<file path="config.mk">
export PLATFORM = sky130hd
export DESIGN_NAME = keyevent_decoder_flat
export DESIGN_NICKNAME = d
export VERILOG_FILES = /design/src/rtl/keyevent_decoder_pkg.sv /design/src/rtl/keyevent_decoder_if.sv /design/src/rtl/keyevent_decoder_sfifo.sv /design/src/rtl/keyevent_decoder.sv /design/src/flat_wrapper.sv
export SDC_FILE = /design/constraint.sdc
export NUM_CORES = 1
export LEC_CHECK = 0
export BUFFER_PORTS_ARGS = -buffer_cell sky130_fd_sc_hd__buf_2
export CAP_MARGIN = 5
export CORE_MARGIN = 8
export CORE_UTILIZATION = 50
export CTS_BUF_LIST = sky130_fd_sc_hd__clkbuf_4
export DETAILED_ROUTE_END_ITERATION = 10
export PLACE_DENSITY = 0.68
export SLEW_MARGIN = 20
export SYNTH_ARGS = -nofsm -noshare
export SYNTH_HDL_FRONTEND = slang
export SYNTH_SLANG_ARGS = --single-unit
</file>
<file path="constraint.sdc">
create_clock -name clk -period 4.2 [get_ports clk]
set_clock_uncertainty 0.2 [all_clocks]
set_input_delay 0.63 -clock clk [delete_from_list [all_inputs] [get_ports clk]]
set_output_delay 0.63 -clock clk [all_outputs]
set_load 0.02 [all_outputs]
</file>
<file path="src/rtl/keyevent_decoder_pkg.sv">
`default_nettype none
// ============================================================================
// Module  : keyevent_decoder_pkg
// Brief   : Shared PS/2 set-2 byte codes, event layout and decoder states
// Revision: 1.0 - initial release
// ============================================================================
package keyevent_decoder_pkg;

  // Prefix and control bytes seen in the set-2 stream
  localparam logic [7:0] c_byte_f0 = 8'hF0;  // break prefix
  localparam logic [7:0] c_byte_e0 = 8'hE0;  // extended prefix
  localparam logic [7:0] c_byte_e1 = 8'hE1;  // Pause prefix
  localparam logic [7:0] c_byte_fa = 8'hFA;  // ACK
  localparam logic [7:0] c_byte_aa = 8'hAA;  // BAT passed
  localparam logic [7:0] c_byte_ee = 8'hEE;  // echo
  localparam logic [7:0] c_byte_fe = 8'hFE;  // resend

  // Pause sequence: E1 followed by this many bytes that are swallowed
  localparam logic [2:0] c_pause_len = 3'd7;

  // Event word: {ext, brk, code[7:0]}
  localparam int c_evt_w       = 10;
  localparam int c_evt_ext_bit = 9;
  localparam int c_evt_brk_bit = 8;

  typedef enum logic [2:0] {
    ST_IDLE   = 3'd0,
    ST_EXT    = 3'd1,
    ST_BRK    = 3'd2,
    ST_EXTBRK = 3'd3,
    ST_PAUSE  = 3'd4
  } dec_state_t;

  // Device status / filler bytes that never produce a key event
  function automatic logic is_ignored(input logic [7:0] b);
    return (b == c_byte_fa) || (b == c_byte_aa) || (b == c_byte_ee) ||
           (b == c_byte_fe) || (b == 8'h00) || (b == 8'hFF);
  endfunction

endpackage
`default_nettype wire

</file>
<file path="src/rtl/keyevent_decoder_if.sv">
`default_nettype none
// ============================================================================
// Module  : keyevent_decoder_if
// Brief   : Byte-input / event-output bundle of the key event decoder
// Revision: 1.0 - initial release
// ============================================================================
interface keyevent_decoder_if #(
  parameter int DEPTH = 8
);
  import keyevent_decoder_pkg::*;

  logic                   i_byte_en;
  logic [7:0]             i_byte;
  logic                   o_valid;
  logic                   i_ready;
  logic [c_evt_w-1:0]     o_event;
  logic [7:0]             o_scancode;
  logic                   o_overflow;
  logic [$clog2(DEPTH):0] o_count;

  // Decoder side
  modport slave (
    input  i_byte_en, i_byte, i_ready,
    output o_valid, o_event, o_scancode, o_overflow, o_count
  );

  // Receiver / consumer side
  modport master (
    output i_byte_en, i_byte, i_ready,
    input  o_valid, o_event, o_scancode, o_overflow, o_count
  );

endinterface
`default_nettype wire

</file>
<file path="src/rtl/keyevent_decoder_sfifo.sv">
`default_nettype none
// ============================================================================
// Module  : keyevent_decoder_sfifo
// Brief   : Synchronous FIFO, head word read combinationally, exact count
// Revision: 1.0 - initial release
// ============================================================================
module keyevent_decoder_sfifo #(
  parameter int W     = 10,
  parameter int DEPTH = 8
) (
  input  wire logic                   clk,
  input  wire logic                   i_arst_n,
  input  wire logic                   i_sclr,
  input  wire logic                   i_push,
  input  wire logic [W-1:0]           i_din,
  input  wire logic                   i_pop,
  output logic      [W-1:0]           o_dout,
  output logic                        o_empty,
  output logic                        o_full,
  output logic      [$clog2(DEPTH):0] o_count
);

  localparam int c_aw = $clog2(DEPTH);
  localparam int c_cw = c_aw + 1;

  logic [W-1:0]    r_mem [DEPTH];
  logic [c_aw-1:0] r_wr_ptr;
  logic [c_aw-1:0] r_rd_ptr;
  logic [c_cw-1:0] r_count;
  logic            w_wr;
  logic            w_rd;

  assign o_empty = (r_count == '0);
  assign o_full  = (r_count == c_cw'(DEPTH));
  assign o_count = r_count;
  // Head is forced to zero when empty so stale storage never shows
  assign o_dout  = o_empty ? '0 : r_mem[r_rd_ptr];

  // A push into a full FIFO still lands when the head leaves on the same edge
  assign w_wr = i_push & (~o_full | i_pop);
  assign w_rd = i_pop & ~o_empty;

  // Pointer and occupancy bookkeeping; pointers wrap on power-of-2 depth
  always_ff @(posedge clk or negedge i_arst_n) begin
    if (!i_arst_n) begin
      r_wr_ptr <= '0;
      r_rd_ptr <= '0;
      r_count  <= '0;
    end else if (i_sclr) begin
      r_wr_ptr <= '0;
      r_rd_ptr <= '0;
      r_count  <= '0;
    end else begin
      if (w_wr) r_wr_ptr <= r_wr_ptr + 1'b1;
      if (w_rd) r_rd_ptr <= r_rd_ptr + 1'b1;
      case ({w_wr, w_rd})
        2'b10:   r_count <= r_count + 1'b1;
        2'b01:   r_count <= r_count - 1'b1;
        default: r_count <= r_count;
      endcase
    end
  end

  // Storage write; contents need no reset since the head is gated by empty
  always_ff @(posedge clk) begin
    if (w_wr) r_mem[r_wr_ptr] <= i_din;
  end

endmodule
`default_nettype wire

</file>
<file path="src/rtl/keyevent_decoder.sv">
`default_nettype none
// ============================================================================
// Module  : keyevent_decoder
// Brief   : PS/2 set-2 byte stream to tagged key events (E0/F0/E1 prefixes),
//           queued in an event FIFO; also tracks the last make code
// Revision: 1.0 - initial release
// ============================================================================
module keyevent_decoder
  import keyevent_decoder_pkg::*;
#(
  parameter int         DEPTH      = 8,
  parameter bit         BREAK_EN   = 1'b1,
  parameter logic [7:0] PAUSE_CODE = 8'hE1
) (
  input  wire logic        clk,
  input  wire logic        i_arst_n,
  input  wire logic        i_sclr,
  keyevent_decoder_if.slave bus
);

  dec_state_t             r_state;
  dec_state_t             w_state_nxt;
  logic [2:0]             r_cnt;
  logic [2:0]             w_cnt_nxt;
  logic                   w_emit;
  logic                   w_ext;
  logic                   w_brk;
  logic [7:0]             w_code;
  logic                   w_push;
  logic                   w_pop;
  logic                   w_empty;
  logic                   w_full;
  logic [7:0]             r_scancode;
  logic                   r_overflow;
  logic [c_evt_w-1:0]     w_event_in;
  logic [$clog2(DEPTH):0] w_count;

  // Decoder state and Pause skip counter
  always_ff @(posedge clk or negedge i_arst_n) begin
    if (!i_arst_n) begin
      r_state <= ST_IDLE;
      r_cnt   <= '0;
    end else if (i_sclr) begin
      r_state <= ST_IDLE;
      r_cnt   <= '0;
    end else begin
      r_state <= w_state_nxt;
      r_cnt   <= w_cnt_nxt;
    end
  end

  // Prefix resolution; only advances on strobed bytes
  always_comb begin
    w_state_nxt = r_state;
    w_cnt_nxt   = r_cnt;
    w_emit      = 1'b0;
    w_ext       = 1'b0;
    w_brk       = 1'b0;
    w_code      = bus.i_byte;
    if (bus.i_byte_en) begin
      case (r_state)
        ST_IDLE: begin
          if (bus.i_byte == c_byte_f0) begin
            w_state_nxt = ST_BRK;
          end else if (bus.i_byte == c_byte_e0) begin
            w_state_nxt = ST_EXT;
          end else if (bus.i_byte == c_byte_e1) begin
            w_state_nxt = ST_PAUSE;
            w_cnt_nxt   = c_pause_len;
          end else if (!is_ignored(bus.i_byte)) begin
            w_emit = 1'b1;
          end
        end
        ST_EXT: begin
          if (bus.i_byte == c_byte_f0) begin
            w_state_nxt = ST_EXTBRK;
          end else if (bus.i_byte != c_byte_e0) begin
            w_emit      = 1'b1;
            w_ext       = 1'b1;
            w_state_nxt = ST_IDLE;
          end
        end
        ST_BRK: begin
          w_emit      = 1'b1;
          w_brk       = 1'b1;
          w_state_nxt = ST_IDLE;
        end
        ST_EXTBRK: begin
          w_emit      = 1'b1;
          w_ext       = 1'b1;
          w_brk       = 1'b1;
          w_state_nxt = ST_IDLE;
        end
        ST_PAUSE: begin
          // Sequence bodies are swallowed; the last one yields one Pause make
          if (r_cnt == 3'd1) begin
            w_emit      = 1'b1;
            w_ext       = 1'b1;
            w_code      = PAUSE_CODE;
            w_cnt_nxt   = '0;
            w_state_nxt = ST_IDLE;
          end else begin
            w_cnt_nxt = r_cnt - 1'b1;
          end
        end
        default: w_state_nxt = ST_IDLE;
      endcase
    end
  end

  assign w_push     = w_emit & (~w_brk | BREAK_EN);
  assign w_pop      = ~w_empty & bus.i_ready;
  assign w_event_in = {w_ext, w_brk, w_code};

  // Last make code and sticky drop flag
  always_ff @(posedge clk or negedge i_arst_n) begin
    if (!i_arst_n) begin
      r_scancode <= '0;
      r_overflow <= 1'b0;
    end else if (i_sclr) begin
      r_scancode <= '0;
      r_overflow <= 1'b0;
    end else begin
      if (w_emit && !w_brk) r_scancode <= w_code;
      if (w_push && w_full && !w_pop) r_overflow <= 1'b1;
    end
  end

  keyevent_decoder_sfifo #(
    .W     (c_evt_w),
    .DEPTH (DEPTH)
  ) u_fifo (
    .clk      (clk),
    .i_arst_n (i_arst_n),
    .i_sclr   (i_sclr),
    .i_push   (w_push),
    .i_din    (w_event_in),
    .i_pop    (w_pop),
    .o_dout   (bus.o_event),
    .o_empty  (w_empty),
    .o_full   (w_full),
    .o_count  (w_count)
  );

  assign bus.o_valid    = ~w_empty;
  assign bus.o_count    = w_count;
  assign bus.o_scancode = r_scancode;
  assign bus.o_overflow = r_overflow;

endmodule
`default_nettype wire
</file>
<file path="src/flat_wrapper.sv">
// flat-port wrapper written by rule: the top's interface ports become plain ports
module keyevent_decoder_flat import keyevent_decoder_pkg::*;
#(
  parameter int         DEPTH      = 8,
  parameter bit         BREAK_EN   = 1'b1,
  parameter logic [7:0] PAUSE_CODE = 8'hE1
)
  (clk, i_arst_n, i_sclr, bus_i_byte_en, bus_i_byte, bus_i_ready, bus_o_valid, bus_o_event, bus_o_scancode, bus_o_overflow, bus_o_count);
  keyevent_decoder_if #(.DEPTH(DEPTH)) bus_i ();
  input  wire logic clk;
  input  wire logic i_arst_n;
  input  wire logic i_sclr;
  input wire logic [$bits(bus_i.i_byte_en)-1:0] bus_i_byte_en;
  input wire logic [$bits(bus_i.i_byte)-1:0] bus_i_byte;
  input wire logic [$bits(bus_i.i_ready)-1:0] bus_i_ready;
  output wire logic [$bits(bus_i.o_valid)-1:0] bus_o_valid;
  output wire logic [$bits(bus_i.o_event)-1:0] bus_o_event;
  output wire logic [$bits(bus_i.o_scancode)-1:0] bus_o_scancode;
  output wire logic [$bits(bus_i.o_overflow)-1:0] bus_o_overflow;
  output wire logic [$bits(bus_i.o_count)-1:0] bus_o_count;
  assign bus_i.i_byte_en = bus_i_byte_en;
  assign bus_i.i_byte = bus_i_byte;
  assign bus_i.i_ready = bus_i_ready;
  assign bus_o_valid = bus_i.o_valid;
  assign bus_o_event = bus_i.o_event;
  assign bus_o_scancode = bus_i.o_scancode;
  assign bus_o_overflow = bus_i.o_overflow;
  assign bus_o_count = bus_i.o_count;
  keyevent_decoder #(.DEPTH(DEPTH), .BREAK_EN(BREAK_EN), .PAUSE_CODE(PAUSE_CODE)) u_core (.clk(clk), .i_arst_n(i_arst_n), .i_sclr(i_sclr), .bus(bus_i));
endmodule
</file>
==> results of run 1 <==
tightest hold or removal path: stages:
cell	delay, ps
buf_2	130
nand4_1	80
a21oi_1	70
area by class of cell:
cell class,count,area share
Clock buffer,9,0.01310
Inverter,7,0.005095
Multi-Input combinational cell,187,0.3062
Timing Repair Buffer,47,0.05143
Sequential cell,105,0.5871
Clock inverter,7,0.01019
Tap cell,111,0.02693
metal layers:
metal  share of wire  wire, µm  track usage  vias to the layer above
li1                -         -            -                     1274
met5               0         0            0                        -
met1            0.45      4169       0.1939                     1384
met2            0.50      4615       0.2530                       53
met4           0.013       123      0.05845                        0
met3           0.039       361      0.02769                        9
placed cells by master (no fill, tap or decap), drive strengths merged, types with 2 or more instances in the layout:
| cell type | count |
|---|---|
| mux2 | 3 |
| nor3 | 6 |
| ha | 6 |
| nand3 | 2 |
| a211oi | 2 |
| a21oi | 9 |
| a31oi | 4 |
| buf | 46 |
| mux2i | 24 |
| edfxtp | 80 |
| mux4 | 20 |
| nor2b | 2 |
| nand2 | 14 |
| a311oi | 3 |
| nor2 | 40 |
| a221oi | 2 |
| a211o | 2 |
| nor4 | 2 |
| o21ai | 7 |
| clkinv | 3 |
| xor2 | 3 |
| dfrtp | 25 |
| nand4 | 2 |
| nand2b | 12 |
| nor3b | 2 |
| clkbuf | 9 |
| inv | 9 |
| nand3b | 4 |
| and2 | 5 |
| clkinvlp | 2 |
| and3 | 4 |
power groups by stage:
| stage | clock network, mW | registers, mW | logic (mW) |
|---|---|---|---|
| 4_1_cts | 0.477 | 1.23 | 0.753 |
| 3_3_place_gp | 0 | 1.25 | 0.740 |
| 3_5_place_dp | 0 | 1.26 | 0.751 |
| 2_1_floorplan | 0 | 1.26 | 0.509 |
| 5_1_grt | 0.515 | 1.24 | 0.812 |
| 6_report | 0.461 | 1.23 | 0.739 |
state kept, by name, indices dropped and copies added, names as in the netlist:
name	cells
u_core.u_fifo.o_count	4
u_core.r_state	3
u_core.u_fifo.r_mem	80
u_core.u_fifo.r_rd_ptr	3
u_core.r_cnt	3
u_core.bus.o_scancode	8
u_core.bus.o_overflow	1
u_core.u_fifo.r_wr_ptr	3
logic make-up after synthesis:
group | count (synthesis) | synth area share
muxes | 47 | 0.1562
xor gates and xnor gates | 4 | 0.007476
DFF | 105 | 0.6460
buffers and inverters | 20 | 0.01709
adders and majority gates | 6 | 0.01602
AOI/OAI and AO/OA | 34 | 0.05553
and+or+nand+nor | 96 | 0.1017
worst paths after layout:
path / from / end / slack [ps]
setup / recovery: u_core.r_state[2]$_DFFE_PN0P_ / u_core.u_fifo.r_mem[2][8]$_DFFE_PP_ / 1010
hold / removal: bus_i_byte[4] / u_core.r_state[1]$_DFFE_PN0P_ / 310
setup reg to reg: u_core.r_state[2]$_DFFE_PN0P_ / u_core.u_fifo.r_mem[2][8]$_DFFE_PP_ / 1010
hold reg to reg: u_core.bus.o_scancode[7]$_DFFE_PN0P_ / u_core.bus.o_scancode[7]$_DFFE_PN0P_ / 340
max in group asynchronous: i_arst_n / u_core.u_fifo.o_count[2]$_DFFE_PN0P_ / 2880
min in group asynchronous: i_arst_n / u_core.bus.o_scancode[6]$_DFFE_PN0P_ / 510
repair_timing:
item	CTS	global route
gates resized for setup	0	0
buffers inserted	0	0
hold buffers	1	0
endpoints found under the hold margin	25	0
==> results.sh, run 1 <==
export IMPL_status="finished, final reports clean"
export IMPL_finalNonFillerCells=473
export IMPL_cp_required_ps=4080
export IMPL_layout_nets=376
export IMPL_dp_slack_ps=774.7
export IMPL_path_buf_inv=0
export IMPL_clock_fmax_mhz=313.1
export IMPL_period_share=0.7604
export IMPL_finalWirelength_um=9270
export IMPL_avgSynthCellArea_um2=15.02
export IMPL_synth_edf_count=80
export IMPL_p_leak_nw=1.918
export IMPL_ys_ff_latch=105
export IMPL_fin_area_mm2=0.005157
export IMPL_antenna_found_initial=0
export IMPL_synthDistinctLibCells=49
export IMPL_worst_pin_slew_ps=994.8
export IMPL_p_int_mw=1.611
export IMPL_crit_family="simple AND/OR/NAND/NOR gates"
export IMPL_grt_usage=0.1521
export IMPL_cts_root_buf="clkbuf_4"
export IMPL_relSlewSlack=0.3368
export IMPL_hpwl_um=6364
export IMPL_p_total_mw=2.432
export IMPL_dieArea_mm2=0.01273
export IMPL_synth_top_flop_cell="edfxtp_1"
export IMPL_crit_fanout=10
export IMPL_numCtsBuffers=9
export IMPL_grt_ovfl_total=0
export IMPL_synth_sequential_area_ratio=0.6460
export IMPL_setup_viol=0
export IMPL_drive_gt1_frac=0.2569
export IMPL_synth_nets=331
export IMPL_area_delta_synth_final_pct=10.04
export IMPL_fill_cells=746
export IMPL_post_dp_cell_area_mm2=0.005027
export IMPL_num_rows=35
export IMPL_multiInputGateArea_mm2=0.001579
export IMPL_rsz0062_at_grt="no"
export IMPL_syn_area_mm2=0.004687
export IMPL_synth_top_area_cell="edfxtp_1"
export IMPL_syn_inst=312
export IMPL_ff2ff_path_depth=6
export IMPL_p_sw_uw=821.3
export IMPL_drc=0
export IMPL_fin_crit_ps=3194
export IMPL_numPortBuffers=36
export IMPL_max_stage_delay_ps=670
export IMPL_powerDensity_mw_per_mm2=471.6
export IMPL_post_drt_wl_per_cell_um=19.60
export IMPL_start_util=0.5121
export IMPL_maxCapViolCount=0
export IMPL_endpoint_kind="register"
export IMPL_p_comb_frac=0.304
export IMPL_firstDrtPassIters=5
export IMPL_crit_type="register to register"
export IMPL_layout_area_seq_mm2=0.003028
export IMPL_ant_nets=0
export IMPL_slowest_stage="nor2_1"
export IMPL_synthTopCellsByCount="edfxtp_1, nor2_1, dfrtp_1"
export IMPL_synth_async_reset_ratio=0.2381
export IMPL_grt_max_degree=32
export IMPL_synth_most_common_cell="edfxtp_1"
export IMPL_ys_warn_count=0
export IMPL_seqPwrFrac=0.507
export IMPL_h_tree_depth=3
export IMPL_initialDrtViolationCount=131
export IMPL_hold_depth=3
export IMPL_hold_viol=0
export IMPL_cp_start_kind="register"
export IMPL_hold_path_class="input port to register"
export IMPL_cp_data_arrival_time_ps=3070
export IMPL_clock_sinks=105
export IMPL_grt_pass1_vias=2871
export IMPL_io_pins=37
export IMPL_core_region_area_mm2=0.009153
export IMPL_swShare=0.3376
export IMPL_insertion_delay_ps=430
export IMPL_final_util=0.5635
export IMPL_finalMaxSlewViolations=0
export IMPL_yosys_top_cells_area="edfxtp_1, dfrtp_1, mux4_2"
export IMPL_drt_vias_per_instance=5.751
export IMPL_path_cells="nor3_1 > o41ai_1 > a211o_4 > a211oi_2 > nand2b_1 > nor2_1"
export IMPL_cts_tree="yes"
export IMPL_clockPowerShare=0.189
export IMPL_vias=2720
export IMPL_cts_buffer_depth=2
export IMPL_critical_path_depth=6
export IMPL_placedCellCount=456
export IMPL_place_congestion=0.8747
export IMPL_die_x_um=112.8
export IMPL_grt_pass1_wl_um=14900
export IMPL_synthDominantCellAreaShare=0.5125
export IMPL_tns_ps=0
export IMPL_vdd_drop_max_mv=0.1897
export IMPL_fin_ws_ps=1006
export IMPL_hold_worst_slack_ps=313.7
export IMPL_clk_pin_slew_ps=160
export IMPL_n_antenna_cell=0
export IMPL_die_h_um=112.8
Note: power is estimated with default switching activity, not from simulation.
==> run 2: changes to the inputs <==
--- a/config.mk
+++ b/config.mk
@@ -5,6 +5,7 @@
 export SDC_FILE = /design/constraint.sdc
 export NUM_CORES = 1
 export LEC_CHECK = 0
+export ABC_AREA = 1
 export BUFFER_PORTS_ARGS = -buffer_cell sky130_fd_sc_hd__buf_2
 export CAP_MARGIN = 5
 export CORE_MARGIN = 8
==> constraint.sdc (replaced) <==
create_clock -name clk -period 3.05 [get_ports clk]
set_clock_uncertainty 0.2 [all_clocks]
set_input_delay 0.4575 -clock clk [delete_from_list [all_inputs] [get_ports clk]]
set_output_delay 0.4575 -clock clk [all_outputs]
set_load 0.02 [all_outputs]
==> run 2 against run 1 <==
Net effect: non-clock buffer count rose by 7; die area grew 2.1%; sequential power up 50%.
==> results.sh, run 2 <==
export IMPL_cp_data_arrival_time_ps=2230
export IMPL_hpwl_um=7271
export IMPL_ys_ff_latch=105
export IMPL_crit_fanout=41
export IMPL_synthDominantCellAreaShare=0.5000
export IMPL_path_cells="buf_4 > o21ai_0 > o22ai_1 > o21ai_0 > a31oi_1 > buf_2"
export IMPL_period_share=0.9476
export IMPL_dr_max_layer_used="met4"
export IMPL_finalMaxSlewViolations=0
export IMPL_cp_start_kind="register"
export IMPL_layout_commonest_cell="nor2_1"
export IMPL_start_util=0.5175
export IMPL_grt_ovfl_total=0
export IMPL_numPortBuffers=36
export IMPL_firstDrtPassIters=5
export IMPL_cts_tree="yes"
export IMPL_cp_required_ps=2390
export IMPL_yosys_top_cells_area="edfxtp_1, dfrtp_1, nor2_1"
export IMPL_antenna_found_initial=1
export IMPL_routed_wl_met2_um=5194
export IMPL_die_x_um=114.0
export IMPL_fin_crit_ps=2890
export IMPL_numCtsBuffers=9
export IMPL_worst_pin_slew_ps=665.2
export IMPL_initialDrtViolationCount=302
export IMPL_synth_most_common_cell="nor2_1"
export IMPL_tns_ps=0
export IMPL_setup_viol=0
export IMPL_relSlewSlack=0.5561
export IMPL_post_cts_buffers=0
export IMPL_drt_vias_per_instance=5.379
export IMPL_top_register="u_core.u_fifo.r_mem"
export IMPL_ant_nets=0
export IMPL_finalNonFillerCells=663
export IMPL_synth_async_reset_ratio=0.2381
export IMPL_layout_common_cells="nor2_1, edfxtp_1, o21ai_0"
export IMPL_place_congestion=0.8979
export IMPL_synth_top_area_cell="edfxtp_1"
export IMPL_layout_nets=547
export IMPL_die_h_um=114.0
export IMPL_slowest_stage="dfrtp_1"
export IMPL_cts_root_buf="clkbuf_4"
export IMPL_layout_area_seq_mm2=0.003028
export IMPL_syn_area_mm2=0.004805
export IMPL_synthDistinctLibCells=31
export IMPL_grt_pass1_vias=3426
export IMPL_grt_usage=0.1759
export IMPL_vdd_drop_max_mv=0.4898
export IMPL_ys_warn_count=0
export IMPL_synthTopCellsByCount="nor2_1, edfxtp_1, o21ai_0"
export IMPL_vias=3566
export IMPL_cpMostUsedCell="o21ai_0"
export IMPL_core_region_area_mm2=0.009284
export IMPL_wl_met3_um=557
export IMPL_avgSynthCellArea_um2=9.989
export IMPL_rsz0062_at_grt="no"
export IMPL_area_delta_synth_final_pct=11.61
export IMPL_grt_max_degree=42
export IMPL_drc=0
export IMPL_cts_buffer_depth=2
export IMPL_insertion_delay_ps=450
export IMPL_clk_pin_slew_ps=160
export IMPL_endpoint_kind="primary output"
export IMPL_max_stage_delay_ps=420
export IMPL_syn_inst=481
export IMPL_powerDensity_mw_per_mm2=796.9
export IMPL_hold_path_class="input port to register"
export IMPL_drive_gt1_frac=0.1632
export IMPL_clock_sinks=105
export IMPL_finalWirelength_um=10750
export IMPL_synth_edf_count=80
export IMPL_status="finished, final reports clean"
export IMPL_synth_sequential_area_ratio=0.6302
export IMPL_h_tree_depth=3
export IMPL_hold_viol=0
export IMPL_post_drt_wl_per_cell_um=16.21
export IMPL_synth_top_flop_cell="edfxtp_1"
export IMPL_crit_type="register to primary output"
export IMPL_multiInputGateArea_mm2=0.001498
export IMPL_placedCellCount=645
export IMPL_num_rows=35
export IMPL_m1WireLength_um=4781
export IMPL_largest_reg_flops=80
export IMPL_maxCapViolCount=0
export IMPL_fill_cells=827
export IMPL_io_pins=37
export IMPL_synth_nets=500
export IMPL_clock_fmax_mhz=346.0
export IMPL_p_leak_nw=2.202
export IMPL_dieArea_mm2=0.01300
export IMPL_grt_pass1_wl_um=17690
run 2: cell types whose count changed after synthesis, sizes merged, moves of 17 or more:
cell   change
mux4      -20
nor2      +58
nand3     +17
mux2i     -24
inv       +47
o21ai     +58
nand2     +49
run 2: path summary, 6_finish.rpt:
path | startpoint | endpoint | slack, ps | cells after the start
max | u_core.u_fifo.r_rd_ptr[0]$_DFFE_PN0P_ | bus_o_event[5] | 160 | 6
min | i_sclr | u_core.u_fifo.r_wr_ptr[1]$_DFFE_PN0P_ | 110 | 2
max reg2reg | u_core.r_state[2]$_DFFE_PN0P_ | u_core.u_fifo.o_count[3]$_DFFE_PN0P_ | 550 | 16
min reg2reg | u_core.bus.o_overflow$_DFFE_PN0P_ | u_core.bus.o_overflow$_DFFE_PN0P_ | 320 | 1
max in group asynchronous | i_arst_n | u_core.u_fifo.r_wr_ptr[2]$_DFFE_PN0P_ | 1930 | 2
min in group asynchronous | i_arst_n | u_core.u_fifo.o_count[0]$_DFFE_PN0P_ | 320 | 2
run 2: what timing repair did:
action / in CTS / in global routing
endpoints found under the setup margin: 0 / 7
resized for setup: 0 / 1
hold buffers: 1 / 0
hold endpoints to repair: 25 / 0
run 2: area by class of cell:
| cell class | count | share of cell area |
|---|---|---|
| antenna | 1 | 0.0004666 |
| clock buffer | 9 | 0.01260 |
| clock inverter | 7 | 0.01447 |
| inverter | 55 | 0.03920 |
| multi-input combinational | 303 | 0.2793 |
| sequential | 105 | 0.5646 |
| tap | 129 | 0.03010 |
| timing repair buffer | 54 | 0.05926 |
run 2: through the flow:
| stage | total power, mW | setup slack [ps] | util | hold WS [ps] | area (µm²) |
|---|---|---|---|---|---|
| global placement | 3.517 | 581.1 | 0.5602 | 273.6 | 5201 |
| floorplan | 3.023 | 609.6 | - | -38.09 | 4805 |
| finish | 4.273 | 159.8 | 0.5776 | 108.3 | 5363 |
| detailed placement | 3.579 | 520.0 | 0.5602 | 285.5 | 5201 |
| CTS | 4.295 | 59.82 | 0.5770 | 79.77 | 5356 |
| global route | 4.578 | 1.444 | 0.5776 | 86.95 | 5363 |
run 2: where the power goes:
part	internal [mW]	switching [mW]	leakage (nW)
Sequential	1.74	0.0972	1.06
Clock	0.258	0.473	0.0721
Combinational	0.538	1.16	1.07
run 2: routing by layer:
layer  track usage  up-vias
met5             0        -
met4       0.07453        0
met3       0.02853       17
met2        0.2863       99
met1        0.2277     1708
li1              -     1742
run 2: critical path: cells and delay by family, from the launching register on:
| family | cells | cell delay [ps] |
|---|---|---|
| AO/OA/AOI/OAI | 4 | 750 |
| buffers and inverters | 2 | 610 |
| flip-flops | 1 | 420 |
run 2: logic make-up (layout without fill, tap and decap cells):
kind of cell,Yosys count,after routing,share of synthesized area
compound gates,108,108,0.1227
xor+xnor,2,2,0.003646
fa+ha+maj,6,6,0.01562
buf+inv,73,125,0.05807
flops,105,105,0.6302
other cells,0,1,0
simple gates,187,187,0.1698
==> run 3: changes to the inputs <==
--- a/config.mk
+++ b/config.mk
@@ -8,11 +8,11 @@
 export ABC_AREA = 1
 export BUFFER_PORTS_ARGS = -buffer_cell sky130_fd_sc_hd__buf_2
 export CAP_MARGIN = 5
-export CORE_MARGIN = 8
-export CORE_UTILIZATION = 50
+export CORE_MARGIN = 4
+export CORE_UTILIZATION = 56
 export CTS_BUF_LIST = sky130_fd_sc_hd__clkbuf_4
 export DETAILED_ROUTE_END_ITERATION = 10
-export PLACE_DENSITY = 0.68
+export PLACE_DENSITY = 0.78
 export SLEW_MARGIN = 20
 export SYNTH_ARGS = -nofsm -noshare
 export SYNTH_HDL_FRONTEND = slang
==> constraint.sdc (replaced) <==
create_clock -name clk -period 2.5 [get_ports clk]
set_clock_uncertainty 0.2 [all_clocks]
set_input_delay 0.375 -clock clk [delete_from_list [all_inputs] [get_ports clk]]
set_output_delay 0.375 -clock clk [all_outputs]
set_load 0.02 [all_outputs]
==> run 3 against run 2 <==
Net effect: final area grew 5.3%; setup slack lost 130 ps; sequential share of layout area shrank 2.8 points; total power grew 32%; final cell count shrank 0.90%; flip-flop and latch count is the same; clock power grew 25%; critical path depth grew 1; routed wire length grew 4.9%; non-clock buffer count grew 19; utilization grew 10 points; critical endpoint unchanged; largest cell class unchanged; largest power group is now combinational cells.
==> results.sh, run 3 (synthesis gave the netlist of run 2 again) <==
export IMPL_hold_path_class="input port to register"
export IMPL_cts_tree="yes"
export IMPL_largest_reg_flops=80
export IMPL_io_pins=37
export IMPL_cp_start_kind="register"
export IMPL_numCtsBuffers=9
export IMPL_initialDrtViolationCount=230
export IMPL_cp_required_ps=1920
export IMPL_start_util=0.5789
export IMPL_fin_area_mm2=0.005647
export IMPL_finalWirelength_um=11270
export IMPL_maxCapViolCount=0
export IMPL_clock_sinks=105
export IMPL_grt_pass1_vias=3754
export IMPL_grt_pass1_wl_um=17980
export IMPL_status="finished, final reports clean"
export IMPL_endpoint_kind="primary output"
export IMPL_insertion_delay_ps=440
export IMPL_rsz0062_at_grt="yes"
export IMPL_met2_usage=0.4035
export IMPL_firstDrtPassIters=5
export IMPL_die_h_um=100.6
export IMPL_crit_fanout=16
export IMPL_tns_ps=0
export IMPL_hold_worst_slack_ps=16.07
export IMPL_p_total_mw=5.622
export IMPL_ant_nets=0
export IMPL_numPortBuffers=36
export IMPL_h_tree_depth=3
export IMPL_p_leak_nw=2.338
export IMPL_clk_pin_slew_ps=160
export IMPL_reg2reg_slack_ps=130
export IMPL_powerDensity_mw_per_mm2=995.7
export IMPL_fin_crit_ps=2466
export IMPL_period_share=0.9865
export IMPL_cts_buffer_depth=2
export IMPL_drt_vias_per_instance=5.650
export IMPL_grt_ovfl_total=0
export IMPL_worst_pin_slew_ps=583.2
export IMPL_place_congestion=0.9676
export IMPL_top_register="u_core.u_fifo.r_mem"
export IMPL_final_util=0.6804
export IMPL_globalRoute_busiestLayer="met2"
export IMPL_clock_fmax_mhz=405.5
export IMPL_vias=3712
export IMPL_dp_slack_ps=44.30
export IMPL_crit_type="register to primary output"
export IMPL_n_antenna_cell=0
export IMPL_dieArea_mm2=0.01013
export IMPL_hold_viol=0
export IMPL_setup_viol=0
export IMPL_layout_nets=566
export IMPL_post_drt_wl_per_cell_um=17.16
export IMPL_hold_start="i_sclr"
export IMPL_num_rows=33
export IMPL_cts_root_buf="clkbuf_4"
export IMPL_finalNonFillerCells=657
export IMPL_drive_gt1_frac=0.2156
export IMPL_fin_ws_ps=33.75
export IMPL_finalMaxSlewViolations=0
export IMPL_grt_max_degree=26
export IMPL_post_dp_cell_area_mm2=0.005241
export IMPL_r2r_end="u_core.u_fifo.r_mem[1][5]$_DFFE_PP_"
export IMPL_grt_usage=0.2313
export IMPL_hold_end="u_core.u_fifo.r_wr_ptr[1]$_DFFE_PN0P_"
export IMPL_antenna_found_initial=0
export IMPL_placedCellCount=627
export IMPL_worstReg2RegStart="u_core.r_state[1]$_DFFE_PN0P_"
export IMPL_drc=0
export IMPL_max_stage_delay_ps=450
export IMPL_use_met3=0.02976
export IMPL_relSlewSlack=0.6097
export IMPL_layout_commonest_cell="nor2_1"
export IMPL_core_region_area_mm2=0.008299
export IMPL_vdd_drop_max_mv=0.4362
export IMPL_die_x_um=100.6
export IMPL_layout_common_cells="nor2_1, edfxtp_1, nand2_1"
export IMPL_area_delta_synth_final_pct=17.53
export IMPL_slowest_stage="dfrtp_1"
export IMPL_ff2ff_path_depth=14
export IMPL_grt_util_met1=0.2893
export IMPL_crit_start="u_core.u_fifo.r_rd_ptr[1]$_DFFE_PN0P_"
export IMPL_hold_depth=2
export IMPL_hpwl_um=7437
export IMPL_path_cells="inv_2 > buf_12 > o21ai_0 > o22ai_1 > o21ai_1 > a31oi_1 > buf_4"
export IMPL_cp_data_arrival_time_ps=1890
run 3: where the power goes:
part,total [mW],switching [mW],internal (mW)
registers,2.27,0.140,2.13
logic,2.44,1.50,0.943
clock network,0.910,0.581,0.329
run 3: worst max-delay path: cells and delay by family (launching register included):
kind / cells / cell delay, ps
AO/OA/AOI/OAI: 4 / 550
buffers and inverters: 3 / 450
flip-flops: 1 / 450
run 3: how the worst max path moves through the flow:
stage | end | slack, ps
after floorplan | u_core.u_fifo.r_mem[5][0]$_DFFE_PP_ | 60
after global placement | u_core.u_fifo.o_count[3]$_DFFE_PN0P_ | 110
after detailed placement | u_core.u_fifo.o_count[3]$_DFFE_PN0P_ | 40
after CTS | bus_o_event[5] | 3
after global routing | bus_o_event[0] | -70
final | bus_o_event[5] | 30
run 3: final cells by class:
class | instances | area, µm²
fillers | 635 | 2653
clock buffers | 10 | 75.07
flip-flops and latches | 105 | 3030
well taps | 105 | 131.4
multi-input cells | 303 | 1545
inverters | 55 | 211.5
clock inverters | 6 | 73.82
repair buffers | 73 | 579.3
run 3: repair_timing:
| action | CTS | global route |
|---|---|---|
| endpoints found under the setup margin | 10 | 91 |
| pin swaps | 0 | 9 |
| setup buffers | 4 | 8 |
| cloned | 1 | 1 |
| gates resized for setup | 12 | 40 |
| hold buffers | 1 | 0 |
| endpoints found under the hold margin | 25 | 0 |
run 3: routing by layer:
layer  vias to the layer above  share of wire
li1                       1777              -
met1                      1782           0.41
met2                       129           0.51
met3                        24          0.057
met4                         0          0.026
met5                         -              0
